`config.mk`:
```
export PLATFORM = sky130hd
export DESIGN_NAME = idex_stage
export DESIGN_NICKNAME = d
export VERILOG_FILES = /design/src/rtl/idex_stage.sv
export SDC_FILE = /design/constraint.sdc
export NUM_CORES = 1
export LEC_CHECK = 0
export ABC_AREA = 1
export ABC_CLOCK_PERIOD_IN_PS = 2500
export CAP_MARGIN = 20
export CORE_MARGIN = 4
export CORE_UTILIZATION = 45
export DETAILED_ROUTE_END_ITERATION = 8
export GPL_ROUTABILITY_DRIVEN = 1
export PLACE_DENSITY = 0.89
export SYNTH_ARGS = -nofsm -noshare
export SYNTH_HDL_FRONTEND = slang
export SYNTH_SLANG_ARGS = --single-unit
```
`constraint.sdc`:
```
create_clock -name CLK -period 2.5 [get_ports CLK]
set_input_delay 0.5 -clock CLK [delete_from_list [all_inputs] [get_ports CLK]]
set_output_delay 0.5 -clock CLK [all_outputs]
set_load 0.02 [all_outputs]
```
`src/rtl/idex_stage.sv`:
```
// ID/EX pipeline register for the 5-stage MIPS datapath.
// Detects load-use hazards against the load in EX, inserting one bubble and holding IF/ID.
module idex_stage #(
    parameter int WORD_W  = 32,
    parameter int REG_W   = 5,
    parameter int ALUOP_W = 4
) (
    input  logic               CLK,
    input  logic               RST,
    input  logic               en,
    input  logic               flush,
    input  logic               id_valid,
    input  logic [REG_W-1:0]   id_rs,
    input  logic [REG_W-1:0]   id_rt,
    input  logic [REG_W-1:0]   id_rd,
    input  logic [WORD_W-1:0]  id_rdat1,
    input  logic [WORD_W-1:0]  id_rdat2,
    input  logic [WORD_W-1:0]  id_imm32,
    input  logic [WORD_W-1:0]  id_pc4,
    input  logic [ALUOP_W-1:0] id_aluop,
    input  logic               id_alusrc,
    input  logic               id_regW,
    input  logic               id_memren,
    input  logic               id_memwen,
    input  logic               id_ri_enable,
    output logic               idex_valid,
    output logic [REG_W-1:0]   idex_rs,
    output logic [REG_W-1:0]   idex_rt,
    output logic [REG_W-1:0]   idex_rd,
    output logic [WORD_W-1:0]  idex_rdat1,
    output logic [WORD_W-1:0]  idex_rdat2,
    output logic [WORD_W-1:0]  idex_imm32,
    output logic [WORD_W-1:0]  idex_pc4,
    output logic [ALUOP_W-1:0] idex_aluop,
    output logic               idex_alusrc,
    output logic               idex_regW,
    output logic               idex_memren,
    output logic               idex_memwen,
    output logic               idex_ri_enable,
    output logic               ifid_hold,
    output logic [15:0]        bubble_cnt
);

    typedef struct packed {
        logic               valid;
        logic [REG_W-1:0]   rs;
        logic [REG_W-1:0]   rt;
        logic [REG_W-1:0]   rd;
        logic [WORD_W-1:0]  rdat1;
        logic [WORD_W-1:0]  rdat2;
        logic [WORD_W-1:0]  imm32;
        logic [WORD_W-1:0]  pc4;
        logic [ALUOP_W-1:0] aluop;
        logic               alusrc;
        logic               regW;
        logic               memren;
        logic               memwen;
        logic               ri_enable;
    } idex_t;

    idex_t       idex_q, idex_d, cap;
    logic [15:0] bubble_cnt_q, bubble_cnt_d;
    logic        hz;

    // Bubbles carry regW=0/memren=0, so a bubble in EX can never match here.
    always_comb begin
        hz = idex_q.valid & idex_q.memren & idex_q.regW & (idex_q.rd != '0) & id_valid &
             ((idex_q.rd == id_rs) | ((idex_q.rd == id_rt) & (id_ri_enable | id_memwen)));
        ifid_hold = hz & ~flush & ~RST;
    end

    always_comb begin
        cap.valid     = id_valid;
        cap.rs        = id_rs;
        cap.rt        = id_rt;
        cap.rd        = id_rd;
        cap.rdat1     = id_rdat1;
        cap.rdat2     = id_rdat2;
        cap.imm32     = id_imm32;
        cap.pc4       = id_pc4;
        cap.aluop     = id_aluop & {ALUOP_W{id_valid}};
        cap.alusrc    = id_alusrc & id_valid;
        cap.regW      = id_regW & id_valid;
        cap.memren    = id_memren & id_valid;
        cap.memwen    = id_memwen & id_valid;
        cap.ri_enable = id_ri_enable & id_valid;
    end

    always_comb begin
        idex_d       = idex_q;
        bubble_cnt_d = bubble_cnt_q;
        if (en) begin
            if (flush) begin
                idex_d = '0;
            end else if (hz) begin
                idex_d = '0;
                if (bubble_cnt_q != 16'hFFFF) begin
                    bubble_cnt_d = bubble_cnt_q + 16'd1;
                end
            end else begin
                idex_d = cap;
            end
        end
    end

    always_ff @(posedge CLK) begin
        if (RST) begin
            idex_q       <= '0;
            bubble_cnt_q <= '0;
        end else begin
            idex_q       <= idex_d;
            bubble_cnt_q <= bubble_cnt_d;
        end
    end

    assign idex_valid     = idex_q.valid;
    assign idex_rs        = idex_q.rs;
    assign idex_rt        = idex_q.rt;
    assign idex_rd        = idex_q.rd;
    assign idex_rdat1     = idex_q.rdat1;
    assign idex_rdat2     = idex_q.rdat2;
    assign idex_imm32     = idex_q.imm32;
    assign idex_pc4       = idex_q.pc4;
    assign idex_aluop     = idex_q.aluop;
    assign idex_alusrc    = idex_q.alusrc;
    assign idex_regW      = idex_q.regW;
    assign idex_memren    = idex_q.memren;
    assign idex_memwen    = idex_q.memwen;
    assign idex_ri_enable = idex_q.ri_enable;
    assign bubble_cnt     = bubble_cnt_q;

endmodule

```
==> out/qor.txt <==
run status = completed
wirelength, routed = 23600 um
Hold Path Cell Cnt = 2
gr usage total = 0.254
CP Capture Type = output port
Worst VDD drop = 0.000578 V
Clock Latency Late Sink = 0.43 ns
post-DP HPWL = 16400 um
Initial DRC Count = 455
CORE AREA = 0.0153 mm2
#FFs+latches synth = 169
Lkg Pwr = 4.06 nW
Num CTS Buffers = 17
Final setup viols = 0
crit-path max FO = 2
TritonRoute pass-1 iters = 5
final core occ = 0.725
layout net count = 1343
FMAX = 423 MHz
Synthesis Warnings = 0
Comb pwr share = 0.142
via/cell ratio = 5.11
Post-Synthesis Net Count = 1044
Ports = 327
Max Cap Viol = 0
Post-Layout Cell Count = 1408
GRT overflow = 0
vias in the first global route = 7068
FF-to-FF path depth = 10
Internal = 0.00484 W
port bufs = 326
clock transition at the registers of the reported paths = 0.06 ns
Antenna Violating Nets Remaining = 0
Initial Util = 0.462
postcts setup bufs = 0
Worst setup SP type = input port
cts hold-fix bufs = 0
CTS sink cnt = 169
Mapped Cells = 886
Residual DRC = 0
sw power = 0.00158 W
full die area = 0.0178 mm2
skew final = 0.00954 ns
largest net degree at the start of global routing = 154
root buf cell = clkbuf_16
Avg Inst Size Synth = 7.99 um2
Max Root-Sink Buffers = 2
GPL Wtd Cong = 0.879
Seq/Total Area, Yosys = 0.478
Die Y = 133 um
Slew HR = 0.365
Worst Hold Class = reg -> reg
Inserted Diodes = 0
CTS tree = built
final hold viol count = 0
r2r setup slk = 0.67 ns
arrival time at the worst endpoint = 1.87 ns
worst slew pin tran = 0.952 ns
Power Density = 579 mW/mm2
cell area after layout = 0.0111 mm2
switching part of the total = 0.246
worst reg2reg path startpoint = idex_rd[4]$_SDFFE_PP0P_
cell count after placement = 1377
required time worst endpoint = 2.00 ns
share of layout cells above drive strength 1 = 0.114
RSZ-0062 raised after global routing = false
Slew Limit Fails = 0
initial antenna violation count = 0
post-synthesis cell area = 0.00708 mm2
synth unique cells = 27
Die W = 133 um
most frequent cells in the layout = clkdlybuf4s50_1 (324), nand2_1 (222), dfxtp_1 (169)
first-pass GRT wire length = 36500 um
reg2reg end = idex_pc4[22]$_SDFFE_PP0P_
total number of vias = 7198
H-tree depth = 4
Setup CP Type = in -> out
Wirelength per Cell = 16.8 um
commonest non-fill, non-tap cell in the layout = clkdlybuf4s50_1
Placed Area = 0.0105 mm2
minimum clock period = 2.37 ns
Min Hold Slack = 0.462 ns
final worst path period share = 0.946
Area Growth Syn to Fin = 56.8%
hold path startpoint = idex_rdat2[26]$_SDFFE_PP0P_
sequential share of power = 0.442
Clk network pwr share = 0.416
FP Rows = 45
Hold EP = idex_rdat2[26]$_SDFFE_PP0P_
==> critical path, cell delays in order <==
cell and delay [ns]:
clkdlybuf4s50_1 0.48, inv_1 0.04, nand2_1 0.10, nand2_1 0.06, nor2_1 0.16, nand3_2 0.12
nand2_4 0.08, nand3_2 0.06, nor2_1 0.08, buf_2 0.18
==> how the worst max path moves through the flow <==
stage	from	end	slack [ns]	cells after the start
6_report	id_memwen	ifid_hold	0.13	10
5_1_grt	id_memwen	ifid_hold	0.05	10
4_1_cts	id_ri_enable	ifid_hold	0.01	10
3_5_place_dp	id_ri_enable	ifid_hold	-0.33	10
3_3_place_gp	id_memwen	ifid_hold	-0.34	10
2_1_floorplan	idex_rd[3]$_SDFFE_PP0P_	ifid_hold	0.58	8
==> cell usage after synthesis <==
library cell,count,share of area
o21bai_1,1,0.0011
buf_2,11,0.0078
inv_2,8,0.0042
nand2_4,3,0.0048
or2_2,1,0.00088
nor2_4,2,0.0032
a31oi_1,1,0.00088
a21oi_1,156,0.11
nand3_1,91,0.064
buf_6,2,0.0032
buf_4,6,0.0064
nor3_1,3,0.0021
clkbuf_1,33,0.018
dfxtp_1,169,0.48
nand4_4,1,0.0030
buf_1,9,0.0048
nand3_2,64,0.091
xnor2_1,2,0.0025
ha_1,1,0.0018
buf_8,7,0.015
nand2_1,222,0.12
inv_1,27,0.014
nor2_1,45,0.024
nand4_1,11,0.0097
nand4_2,1,0.0018
nor2_2,2,0.0018
xor2_1,7,0.0087
==> flip-flops by register name, indices dropped and copies added, names as in the netlist <==
signal,cells
idex_memren,1
idex_alusrc,1
idex_memwen,1
idex_valid,1
idex_ri_enable,1
idex_rs,5
idex_imm32,32
idex_rdat2,32
idex_rdat1,32
idex_rd,5
idex_pc4,32
idex_rt,5
idex_regW,1
idex_aluop,4
bubble_cnt,16
==> power groups by stage <==
stage / logic, W / clock network [W] / registers [W]
finish: 0.000915 / 0.00267 / 0.00284
CTS: 0.000920 / 0.00270 / 0.00283
global placement: 0.000899 / 0 / 0.00289
global route: 0.000972 / 0.00280 / 0.00285
floorplan: 0.000269 / 0 / 0.00300
detailed placement: 0.000911 / 0 / 0.00289
==> through the flow <==
stage / worst slack, ns / TNS [ns] / power [W]
final: 0.134 / 0 / 0.00642
after global routing: 0.0506 / 0 / 0.00662
after CTS: 0.0110 / 0 / 0.00646
after detailed placement: -0.333 / -0.333 / 0.00380
after global placement: -0.337 / -0.337 / 0.00379
after floorplan: 0.585 / 0 / 0.00327
==> layout make-up <==
class	count	area (um2)
inverters	35	134
multi-input cells	614	3190
well taps	211	264
fillers	1142	4220
flip-flops and latches	169	3380
clock inverters	9	114
repair buffers	348	3530
clock buffers	22	484
==> logic make-up after synthesis <==
family,after synthesis,share of synthesized area
DFF,169,0.478
AOI/OAI and AO/OA,158,0.112
and+or+nand+nor,446,0.324
buffers and inverters,103,0.0730
adders and majority gates,1,0.00177
xor gates and xnor gates,9,0.0111
==> routing by layer <==
layer	up-vias	routed length [um]	GRT usage
met2	299	11800	0.449
li1	3528	-	-
met1	3313	8900	0.274
met5	-	0	0
met3	58	2060	0.0895
met4	0	878	0.115
==> what timing repair did <==
action | in CTS | in global routing
setup endpoints to repair | 1 | 1
resized for setup | 3 | 1
hold endpoints to repair | 0 | 0
No activity file was read; power rests on OpenSTA's default activity.
